**src/rtl/uart_pkg.sv**
```systemverilog
// Shared UART definitions: FSM state encodings (common with the receiver)
// and default frame parameters.
package uart_pkg;

  localparam int unsigned UART_DATA_BITS  = 8;
  localparam int unsigned UART_OVERSAMPLE = 16;

  typedef enum logic [1:0] {
    IDLE  = 2'd0,
    START = 2'd1,
    DATA  = 2'd2,
    STOP  = 2'd3
  } uart_state_e;

endpackage : uart_pkg

```
**src/rtl/uart_tx.sv**
```systemverilog
// UART transmitter, 8N1, LSB first, idle-high line.
// Runs off a shared b_tick (OVERSAMPLE pulses per bit). A one-entry holding
// register takes the next byte while the current frame shifts out, so
// consecutive frames leave back-to-back with no idle gap.
//
// Ports:
//   clk       in   system clock
//   rst       in   synchronous active-high reset
//   b_tick    in   one-clk pulse at OVERSAMPLE x baud
//   tx_start  in   write strobe, accepted only while tx_ready=1
//   tx_data   in   byte to send, sampled on an accepted tx_start
//   tx        out  serial line (registered)
//   tx_ready  out  holding register empty
//   tx_busy   out  FSM not in IDLE
//   tx_done   out  one-clk pulse at the end of each stop bit
module uart_tx
  import uart_pkg::*;
#(
  parameter int unsigned DATA_BITS  = UART_DATA_BITS,
  parameter int unsigned OVERSAMPLE = UART_OVERSAMPLE
) (
  input  logic                 clk,
  input  logic                 rst,
  input  logic                 b_tick,
  input  logic                 tx_start,
  input  logic [DATA_BITS-1:0] tx_data,
  output logic                 tx,
  output logic                 tx_ready,
  output logic                 tx_busy,
  output logic                 tx_done
);

  localparam int unsigned TICK_W = $clog2(OVERSAMPLE);
  localparam int unsigned BIT_W  = $clog2(DATA_BITS);

  uart_state_e          r_state;
  logic [TICK_W-1:0]    r_tick_cnt;
  logic [BIT_W-1:0]     r_bit_cnt;
  logic [DATA_BITS-1:0] r_shift_reg;
  logic [DATA_BITS-1:0] r_hold_reg;
  logic                 r_hold_valid;
  logic                 r_tx;
  logic                 r_tx_done;
  logic                 r_tx_busy;
  logic                 r_tx_ready;

  uart_state_e          w_state_nxt;
  logic [TICK_W-1:0]    w_tick_cnt_nxt;
  logic [BIT_W-1:0]     w_bit_cnt_nxt;
  logic [DATA_BITS-1:0] w_shift_reg_nxt;
  logic [DATA_BITS-1:0] w_hold_reg_nxt;
  logic                 w_hold_valid_nxt;
  logic                 w_tx_nxt;
  logic                 w_tx_done_nxt;
  logic                 w_tick_last;
  logic                 w_bit_last;
  logic                 w_accept;

  assign w_tick_last = (r_tick_cnt == TICK_W'(OVERSAMPLE - 1));
  assign w_bit_last  = (r_bit_cnt == BIT_W'(DATA_BITS - 1));
  assign w_accept    = tx_start & ~r_hold_valid;

  // Next-state, counters, shift/hold datapath and registered-output values
  always_comb begin
    w_state_nxt      = r_state;
    w_tick_cnt_nxt   = r_tick_cnt;
    w_bit_cnt_nxt    = r_bit_cnt;
    w_shift_reg_nxt  = r_shift_reg;
    w_hold_reg_nxt   = r_hold_reg;
    w_hold_valid_nxt = r_hold_valid;
    w_tx_done_nxt    = 1'b0;
    w_tx_nxt         = 1'b1;

    unique case (r_state)
      IDLE: begin
        if (b_tick && r_hold_valid) begin
          w_shift_reg_nxt  = r_hold_reg;
          w_hold_valid_nxt = 1'b0;
          w_tick_cnt_nxt   = '0;
          w_state_nxt      = START;
        end
      end
      START: begin
        if (b_tick) begin
          if (w_tick_last) begin
            w_tick_cnt_nxt = '0;
            w_bit_cnt_nxt  = '0;
            w_state_nxt    = DATA;
          end else begin
            w_tick_cnt_nxt = r_tick_cnt + TICK_W'(1);
          end
        end
      end
      DATA: begin
        if (b_tick) begin
          if (w_tick_last) begin
            w_tick_cnt_nxt = '0;
            if (w_bit_last) begin
              w_state_nxt = STOP;
            end else begin
              w_shift_reg_nxt = r_shift_reg >> 1;
              w_bit_cnt_nxt   = r_bit_cnt + BIT_W'(1);
            end
          end else begin
            w_tick_cnt_nxt = r_tick_cnt + TICK_W'(1);
          end
        end
      end
      STOP: begin
        if (b_tick) begin
          if (w_tick_last) begin
            w_tx_done_nxt  = 1'b1;
            w_tick_cnt_nxt = '0;
            // Reload straight into START when a byte is waiting: no idle gap
            if (r_hold_valid) begin
              w_shift_reg_nxt  = r_hold_reg;
              w_hold_valid_nxt = 1'b0;
              w_state_nxt      = START;
            end else begin
              w_state_nxt = IDLE;
            end
          end else begin
            w_tick_cnt_nxt = r_tick_cnt + TICK_W'(1);
          end
        end
      end
      default: w_state_nxt = IDLE;
    endcase

    // A legal accept always wins over a drain on the same edge
    if (w_accept) begin
      w_hold_reg_nxt   = tx_data;
      w_hold_valid_nxt = 1'b1;
    end

    // Line level follows the current state, landing one clk after it
    unique case (r_state)
      START:   w_tx_nxt = 1'b0;
      DATA:    w_tx_nxt = r_shift_reg[0];
      default: w_tx_nxt = 1'b1;
    endcase
  end

  // State and datapath registers
  always_ff @(posedge clk) begin
    if (rst) begin
      r_state      <= IDLE;
      r_tick_cnt   <= '0;
      r_bit_cnt    <= '0;
      r_shift_reg  <= '0;
      r_hold_reg   <= '0;
      r_hold_valid <= 1'b0;
      r_tx         <= 1'b1;
      r_tx_done    <= 1'b0;
      r_tx_busy    <= 1'b0;
      r_tx_ready   <= 1'b1;
    end else begin
      r_state      <= w_state_nxt;
      r_tick_cnt   <= w_tick_cnt_nxt;
      r_bit_cnt    <= w_bit_cnt_nxt;
      r_shift_reg  <= w_shift_reg_nxt;
      r_hold_reg   <= w_hold_reg_nxt;
      r_hold_valid <= w_hold_valid_nxt;
      r_tx         <= w_tx_nxt;
      r_tx_done    <= w_tx_done_nxt;
      r_tx_busy    <= (w_state_nxt != IDLE);
      r_tx_ready   <= ~w_hold_valid_nxt;
    end
  end

  assign tx       = r_tx;
  assign tx_ready = r_tx_ready;
  assign tx_busy  = r_tx_busy;
  assign tx_done  = r_tx_done;

endmodule : uart_tx
```
**config.mk**
```make
export PLATFORM = sky130hd
export DESIGN_NAME = uart_tx
export DESIGN_NICKNAME = d
export VERILOG_FILES = /design/src/rtl/uart_pkg.sv /design/src/rtl/uart_tx.sv
export SDC_FILE = /design/constraint.sdc
export NUM_CORES = 1
export LEC_CHECK = 0
export ABC_CLOCK_PERIOD_IN_PS = 2500
export CAP_MARGIN = 20
export CORE_MARGIN = 4
export CORE_UTILIZATION = 40
export CTS_CLUSTER_DIAMETER = 30
export DETAILED_ROUTE_END_ITERATION = 6
export GPL_TIMING_DRIVEN = 0
export PLACE_DENSITY = 0.6
export SKIP_CTS_REPAIR_TIMING = 1
export SLEW_MARGIN = 20
export SYNTH_ARGS = -nofsm -noshare
export SYNTH_HDL_FRONTEND = slang
export SYNTH_SLANG_ARGS = --single-unit
export TNS_END_PERCENT = 1
```
**constraint.sdc**
```tcl
create_clock -name clk -period 2.5 [get_ports clk]
set_input_delay 0.625 -clock clk [delete_from_list [all_inputs] [get_ports clk]]
set_output_delay 0.625 -clock clk [all_outputs]
set_load 0.02 [all_outputs]
```
Word level (Yosys, flattened, before mapping):

Index checks and enable logic that the tools add are counted.

* register bits after elaboration: 30
* logic and storage cells: 77

* add/subtract/negate cells: 2
* eq/ne operators: 15
* multiplexer cells: 35
* bitwise operators: 5
* reductions and logical operators: 10

Operator list (count)
* 2-to-1 mux 8 bit: 7
* case mux 8 bit (3 select lines): 1
* != test 2 bit (second input constant): 9
* 2-to-1 mux 2 bit: 8
* 2-to-1 mux 3 bit: 5
* 2-to-1 mux 4 bit: 3
* case mux 2 bit (4 select lines): 1
* case mux 4 bit (2 select lines): 1
* AND reduction 8 bit: 1
* 2-to-1 mux 1 bit: 6
* case mux 3 bit (2 select lines): 1
* AND reduction 6 bit: 1
* OR reduction 3 bit: 2
* adder 4 x 1 -> 4 bit (second input constant): 1
* equality test 2 bit (second input constant): 2
* equality test 4 bit (second input constant): 1
* NOT 1 bit: 4
* case mux 1 bit (2 select lines): 2
* nonzero test 2 bit: 2
* adder 3 x 1 -> 3 bit (second input constant): 1
* equality test 3 bit (second input constant): 1
* nonzero test 3 bit: 1
* equality test 2 x 1 -> 1 bit (second input constant): 1
* logical NOT 2 bit: 1
* other kinds (4): 4

Depth between registers and ports, before layout:

Gate-level depths: netlist of the first run.

* word-level depth: 6
* depth in mapped cells: 7

Least setup slack after synthesis of the first run:

OpenSTA, ideal clock, no wires.

* path kind: register to register
* from: reg r_bit_cnt[0]
* to: reg r_tx_busy, in the netlist tx_busy
* library setup time: 0.135 ns
* data arrival time: 1.554 ns
* data required time: 2.365 ns
* path slack: 0.811 ns
* cell stages (with the launch flop): 7
* cell sequence: dfxtp_1 > ha_1 > ha_1 > clkbuf_1 > a31o_1 > a2111oi_4 > o32ai_1

* word-level cells in the longest chain between the ends: 6

Ends and longest elaborated chain
* start, declared: line uart_tx.sv:38 `logic [BIT_W-1:0] r_bit_cnt;`
* start signal, assigned: line uart_tx.sv:160 `r_bit_cnt <= w_bit_cnt_nxt;`
* equality test 3 bit: line uart_tx.sv:60 `assign w_bit_last = (r_bit_cnt == BIT_W'(DATA_BITS - 1));`
* 2-to-1 mux 2 bit: line uart_tx.sv:98 `if (w_bit_last) begin`
* 2-to-1 mux 2 bit: line uart_tx.sv:96 `if (w_tick_last) begin`
* 2-to-1 mux 2 bit: line uart_tx.sv:95 `if (b_tick) begin`
* case mux 2 bit (4 select lines): line uart_tx.sv:74 `unique case (r_state)`
* nonzero test 2 bit: line uart_tx.sv:166 `r_tx_busy <= (w_state_nxt != IDLE);`
* end signal, assigned: line uart_tx.sv:166
* end, declared: line uart_tx.sv:44 `logic r_tx_busy;`

No other way between the ends.
A chain may end at the register's enable or synchronous reset.

Worst setup path in the final report of the first run:

* from: in b_tick
* to: reg r_shift_reg[2]

* word-level cells in the longest chain between the ends: 3
* elaborated cells between the ends (all ways): 5
* those cells by class: eq/ne (3); reduce/logical (2)

Ends and longest elaborated chain
* start, declared: line uart_tx.sv:24 `input logic b_tick,`
* logical AND 1 bit: line uart_tx.sv:76 `if (b_tick && r_hold_valid) begin`
* != test 2 bit (no source line)
* AND reduction 8 bit (no source line) (*)
* end signal, assigned: line uart_tx.sv:161 `r_shift_reg <= w_shift_reg_nxt;`
* end, declared: line uart_tx.sv:39 `logic [DATA_BITS-1:0] r_shift_reg;`

Mark *: on every way between the ends. The rest lies on a longest branch, timed or not.

==> summary.md, run 1 <==
| Metric | Value |
|---|---|
| Sequential area share after synthesis | `39.25%` |
| First-pass GRT wire length | `about 6300 µm` |
| Grt ovf | `0` |
| Synth Area in Adders | `5.724%` |
| DR top layer | `met4` |
| Mux contribution to synthesized area | `6.460%` |
| Avg WL per Cell | `14.38 µm` |
| Synth Register Bits | `30` |
| Setup tns final | `0 ps` |
| Ys flop type | `dfxtp_1` |
| CP Class | `in -> reg` |
| Measured slew at the worst slew-check pin | `682.3 ps` |
| Fill count | `377` |
| Hold path start | `r_hold_reg[6]` |
| Cell variety after synth | `40` |
| NumNets Final | `217` |
| Headroom to the max-slew limit | `54.30%` |
| Share of post-route cells with drive strength above 1 | `13.57%` |
| Routed wl met2 | `1636 µm` |
| Met1 WL | `around 1700 µm` |
| Synth Area in XOR/XNOR | `0%` |
| F_max | `485.0 MHz` |
| Area delta synth->final | `22.40%` |
| Crit path max fanout | `10` |
| Async SR Flop Fraction | `0%` |
| Power density over cell area | `around 730 mW/mm²` |
| Register Area | `approximately 600 µm²` |
| Root Driver | `clkbuf_8` |
| Routed Antenna Nets | `0` |
| Final Skew | `9.447 ps` |
| # IOs | `16` |
| Largest family of logic cells by synthesized area | `compound AO/OA/AOI/OAI gates` |
| Crit. End Element | `flop` |
| Initial DRT Pass Iterations | `4` |
| # port buffers | `14` |
| Endpoints failing setup | `0` |
| CTS tree | `yes` |
| Met3 routed WL | `138 µm` |
| Synth Instances | `177` |
| FF-to-FF setup slack | `590 ps` |
| Worst-case clock buffer depth | `2` |
| Final Hold Fails | `0` |
| Worst Path Arrival | `2270 ps` |
| Detailed placement HPWL | `2514 µm` |
| Placed Cells | `239` |
| Max-cap violations | `0` |
| Final Max Tran Viols | `0` |
| Hold Path End | `r_hold_reg[6]` |
| Die Y | `69.85 µm` |
| GP Congestion | `slightly above 0.8` |
| WP data required | `2710 ps` |
| R2R depth | `7` |
| Remaining DRCs | `0` |
| Initial antenna violation count | `0` |
| Worst r2r dst | `r_shift_reg[2]` |
| Clock slew at reported path FFs | `70 ps` |
| Die Area | `0.004879 mm²` |
| Final worst-path cycle share | `82.47%` |
| H-tree depth | `2` |
| Post-synthesis compound-gate area fraction | `22.73%` |
| Synth Area in Simple Gates | `20.36%` |
| Worst skew pair latency | `290 ps` |
| Outcome | `finished, final reports clean` |
| Vias in the first global route | `1357` |
| Netlist Area Pre-Place | `approximately 0.0015 mm²` |
| Lkg Pwr | `just over 0.7 nW` |
| Synthesized Nets | `approximately 200` |
| Syn_area_per_cell | `8.645 µm²` |
| Post-route insts no fill | `247` |
| Drt total wl | `3552 µm` |
| RSZ-0062 raised after global routing | `no` |
| Starting Density | `between 40 and 50%` |
| Die X | `69.85 µm` |
| WHS Path Cells | `2` |
| CTS sink cnt | `30` |
| Via count | `1371` |
| Drt first-iter violations | `between 50 and 60` |
| Footprint of the multi-input gates | `845.8 µm²` |
| EDFF count, synth | `0` |
| CORE AREA | `0.003689 mm²` |
| RR Startpoint | `r_state[0]` |
| Gr usage total | `15.97%` |
| Synth Warn # | `0` |
| Startpoint type of the worst setup path | `input port` |
| Vias per inst | `5.551` |
| TritonCTS Buffers | `5` |
| Worst Hold Class | `reg -> reg` |
| ANT cells | `0` |
| # rows | `22` |
| Largest net degree at the start of global routing | `11` |
| Final min period | `2062 ps` |
| Peak VDD IR | `0.4491 mV` |
## per-stage QoR
stage          total power [mW]  setup WS [ps]  hold WS, ps  instance area [µm²]  util (%)
6_report                  1.372          438.1        456.7                 1873     50.78
3_5_place_dp             0.7679          141.5        445.6                 1730     46.91
3_3_place_gp             0.7591          225.9        446.0                 1730     46.91
5_1_grt                   1.433          313.3        478.9                 1873     50.78
4_1_cts                   1.381          449.5        455.6                 1873     50.78
2_1_floorplan            0.7019          810.8        433.8                 1530         -
## area by class of cell
class | count | share of cell area, %
multi-input cells | 126 | 45.16
flip-flops and latches | 30 | 32.06
repair buffers | 14 | 7.482
clock buffers | 6 | 4.409
clock inverters | 2 | 3.206
well taps | 48 | 3.206
plain buffers | 11 | 2.472
inverters | 10 | 2.004
## power by group
part	switching [mW]	total, mW	internal, mW
registers	0.0238	0.544	0.520
logic	0.119	0.218	0.0990
clock network	0.186	0.610	0.425
## Yosys cell counts, drive strengths merged (2+ instances only)
cell	number	area share, %
buf	4	1.3
nor2	9	2.2
and3	2	1.1
mux2	7	5.2
nor3	11	3.6
mux2i	2	1.3
dfxtp	30	39
nand4	2	1.8
inv	10	2.5
a31oi	8	3.3
a21oi	14	4.6
a31o	2	1.1
nand2	24	5.9
clkbuf	7	1.7
nor4	8	3.3
ha	7	5.7
o21ai	7	2.3
o31ai	4	2.3
a22oi	3	1.5
## kinds of logic after synthesis
kind of cell	Yosys count
simple gates	61
compound gates	49
flops	30
buf+inv	21
mux	9
fa+ha+maj	7
## layer usage
metal  track usage [%]  vias to the layer above
li1                  -                      693
met1             19.21                      640
met2             25.50                       29
met3             4.029                        9
met4             9.574                        0
met5                 0                        -
## worst max-delay path by stage
stage                           endpoint  depth (start not counted)          from
after detailed placement  r_shift_reg[2]                          6        b_tick
after CTS                 r_shift_reg[2]                          6        b_tick
after floorplan                  tx_busy                          6  r_bit_cnt[0]
after global routing      r_shift_reg[0]                          5        b_tick
final                     r_shift_reg[2]                          6        b_tick
after global placement    r_shift_reg[6]                          6        b_tick
## critical path: stages
cell,delay (ps)
clkdlybuf4s50_1,540
buf_2,240
a21bo_2,200
o31a_1,330
a31oi_1,150
nor3_1,190
## layout by cell type (no fill, tap or decap), drive strengths merged, types with 3 or more instances in the layout
cell type / count
nor4: 8
o31ai: 4
nand2: 24
a31oi: 8
a22oi: 3
o21ai: 7
nor3: 11
buf: 4
a21oi: 14
ha: 7
clkbuf: 13
inv: 10
nor2: 9
clkdlybuf4s50: 14
dfxtp: 30
mux2: 7
(Power assumes the default switching activity.)
==> inputs of run 2 (changes only) <==
- ABC_CLOCK_PERIOD_IN_PS: 2500 -> 1900
- clock period: 2.5 -> 1.9 ns (I/O delays scaled with it)
==> run 2 against run 1 <==
Compared with the run above: cell count did not move; sequential power increased by 32%; critical path depth up 1; via count is 1.4% higher; combinational power increased by 46%; first-iteration DRC count increased by 47%; register-to-register slack worse by 500 ps; clock skew is 0.56 ps higher; final area is 3.9% higher; global-route usage unchanged; power increased by 34%.
==> summary.md, run 2 (synthesis results as in run 1) <==
| Metric | Value |
|---|---|
| Outcome | `finished, final reports clean` |
| Crit. End Element | `flop` |
| Drt first-iter violations | `84 (+47%)` |
| GP Congestion | `0.8221 (unchanged)` |
| Largest net degree at the start of global routing | `11 (unchanged)` |
| Worst Hold Class | `reg -> reg` |
| WP data required | `2110 ps (-600 ps)` |
| WHS Path Cells | `2 (unchanged)` |
| Switch Pwr | `445.6 µW (+36%)` |
| Hold Path End | `r_hold_reg[6]` |
| Worst-case clock buffer depth | `2 (unchanged)` |
| P_int | `1.395 mW (+34%)` |
| Detailed placement HPWL | `2514 µm (unchanged)` |
| Peak VDD IR | `0.5832 mV (+30%)` |
| NumNets Final | `217 (unchanged)` |
| Die X | `69.85 µm (unchanged)` |
| Sw Ratio | `24.22% (+0.28 points)` |
| Worst path max stage delay | `540 ps (about the same)` |
| Most common cell after layout, fill and taps aside | `dfxtp_1` |
| Placed Cells | `239 (unchanged)` |
| # IOs | `16 (unchanged)` |
| WP buf/inv | `3 (+1)` |
| RR Startpoint | `r_bit_cnt[0]` |
| Root Driver | `clkbuf_8` |
| Vias per inst | `5.628 (+1.4%)` |
| Clock slew at reported path FFs | `70 ps (about the same)` |
| Final Max Tran Viols | `0 (unchanged)` |
| Measured slew at the worst slew-check pin | `574.8 ps (-107.4 ps)` |
| Worst setup margin | `66.10 ps (-372.0 ps)` |
| Endpoints failing setup | `0 (unchanged)` |
| Flop pwr share | `38.9% (-0.7 points)` |
| R2R depth | `5 (-2)` |
| Initial antenna violation count | `0 (unchanged)` |
| CORE AREA | `0.003689 mm² (unchanged)` |
| Share of post-route cells with drive strength above 1 | `19.60% (+6.0 points)` |
| Post-route insts no fill | `247 (unchanged)` |
| Headroom to the max-slew limit | `61.56% (+7.3 points)` |
| Grt ovf | `0 (unchanged)` |
| CP Class | `in -> reg` |
| Commonest cells after routing, fill and taps aside | `28 x dfxtp_1, 24 x nand2_1, 14 x a21oi_1, 14 x clkdlybuf4s50_1, 11 x nor3_1` |
| Die Y | `69.85 µm (unchanged)` |
| Avg WL per Cell | `14.71 µm (+2.3%)` |
| Worst skew pair latency | `290 ps (about the same)` |
| CP top delay family | `buffers and inverters` |
| Final Skew | `10.00 ps (+0.5577 ps)` |
| CTS tree | `yes` |
| Pre-CTS setup slack | `-308.5 ps (-450.0 ps)` |
| Drt total wl | `3633 µm (+2.3%)` |
| Via count | `1390 (+1.4%)` |
| ANT cells | `0 (unchanged)` |
| Final min period | `1834 ps` |
| Max-cap violations | `0 (unchanged)` |
| Routed Antenna Nets | `0 (unchanged)` |
| Startpoint type of the worst setup path | `input port` |
| Vias in the first global route | `1357 (unchanged)` |
| F_max | `545.3 MHz` |
| H-tree depth | `2 (unchanged)` |
| Lkg Pwr | `0.7185 nW (+2.1%)` |
| Worst Path Arrival | `2050 ps (-220 ps)` |
| Clk pwr share | `43.7% (-0.8 points)` |
| Comb power frac | `17.3% (+1.4 points)` |
| Worst r2r dst | `tx_busy` |
| # port buffers | `14 (unchanged)` |
| Area delta synth->final | `27.15%` |
| Initial DRT Pass Iterations | `4 (unchanged)` |
| Remaining DRCs | `0 (unchanged)` |
| Hold path start | `r_hold_reg[6]` |
| Final worst-path cycle share | `96.52%` |
| Gr usage total | `15.97% (unchanged)` |
| First-pass GRT wire length | `6285 µm (unchanged)` |
| Starting Density | `41.49% (unchanged)` |
| RSZ-0062 raised after global routing | `yes` |
| Crit-path cells | `clkdlybuf4s50_1 > clkbuf_4 > a21bo_2 > o31a_1 > buf_4 > a31oi_1 > nor3_1` |
| Die Area | `0.004879 mm² (unchanged)` |
| Power density over cell area | `945.8 mW/mm² (+29%)` |
| FF-to-FF setup slack | `90 ps (-500 ps)` |
| CTS sink cnt | `30 (unchanged)` |
| TritonCTS Buffers | `5 (unchanged)` |
| Slowest-stage cell, CP | `clkdlybuf4s50_1` |
| Crit path max fanout | `10 (unchanged)` |
| # rows | `22 (unchanged)` |
| Final Hold Fails | `0 (unchanged)` |
| Fill count | `362 (-4.0%)` |
[run 2: per-layer routing]
| metal | share of wire (%) | track usage [%] |
|---|---|---|
| met1 | 47 | 19.21 |
| met2 | 47 | 25.50 |
| met3 | 3.4 | 4.029 |
| met4 | 2.6 | 9.574 |
| met5 | 0 | 0 |
[run 2: worst max-delay path by stage]
stage / startpoint / end / slack (ps) / depth (start not counted)
final: b_tick / r_shift_reg[2] / 70 / 7
after floorplan: r_bit_cnt[0] / tx_busy / 210 / 6
after detailed placement: b_tick / r_shift_reg[2] / -310 / 6
after CTS: b_tick / r_shift_reg[2] / -0.5 / 6
after global placement: b_tick / r_shift_reg[6] / -220 / 6
after global routing: r_bit_cnt[0] / tx_busy / -50 / 6
[run 2: final cells by class]
type,instances,area (µm²),share of cell area (%)
well taps,48,60.06,3.087
multi-input cells,126,902.1,46.37
repair buffers,15,147.6,7.588
plain buffers,10,52.55,2.701
clock inverters,2,60.06,3.087
clock buffers,6,82.58,4.244
flip-flops and latches,30,603.1,31.00
inverters,10,37.54,1.929
[run 2: through the flow]
step	setup TNS, ps	instance area [µm²]	hold slack [ps]	power [mW]	util (%)
after floorplan	0	1530	433.8	0.9236	-
after global placement	-1850	1730	446.0	0.9988	46.91
after detailed placement	-2348	1730	445.6	1.010	46.91
after CTS	-0.4701	1873	455.6	1.817	50.78
after global routing	-71.33	1946	478.9	1.917	52.75
final	0	1946	456.4	1.840	52.75
[run 2: power groups by stage]
stage          Clock, mW  Combinational [mW]  Sequential [mW]
2_1_floorplan          0               0.195            0.729
3_3_place_gp           0               0.274            0.725
3_5_place_dp           0               0.284            0.727
4_1_cts            0.818               0.285            0.714
5_1_grt            0.841               0.354            0.722
6_report           0.805               0.319            0.716
[run 2: worst register-to-register path, stage by stage (launching register included)]
cell	delay, ps
dfxtp_1	330
ha_1	210
ha_1	310
a31o_1	300
a2111oi_4	370
o32ai_1	150
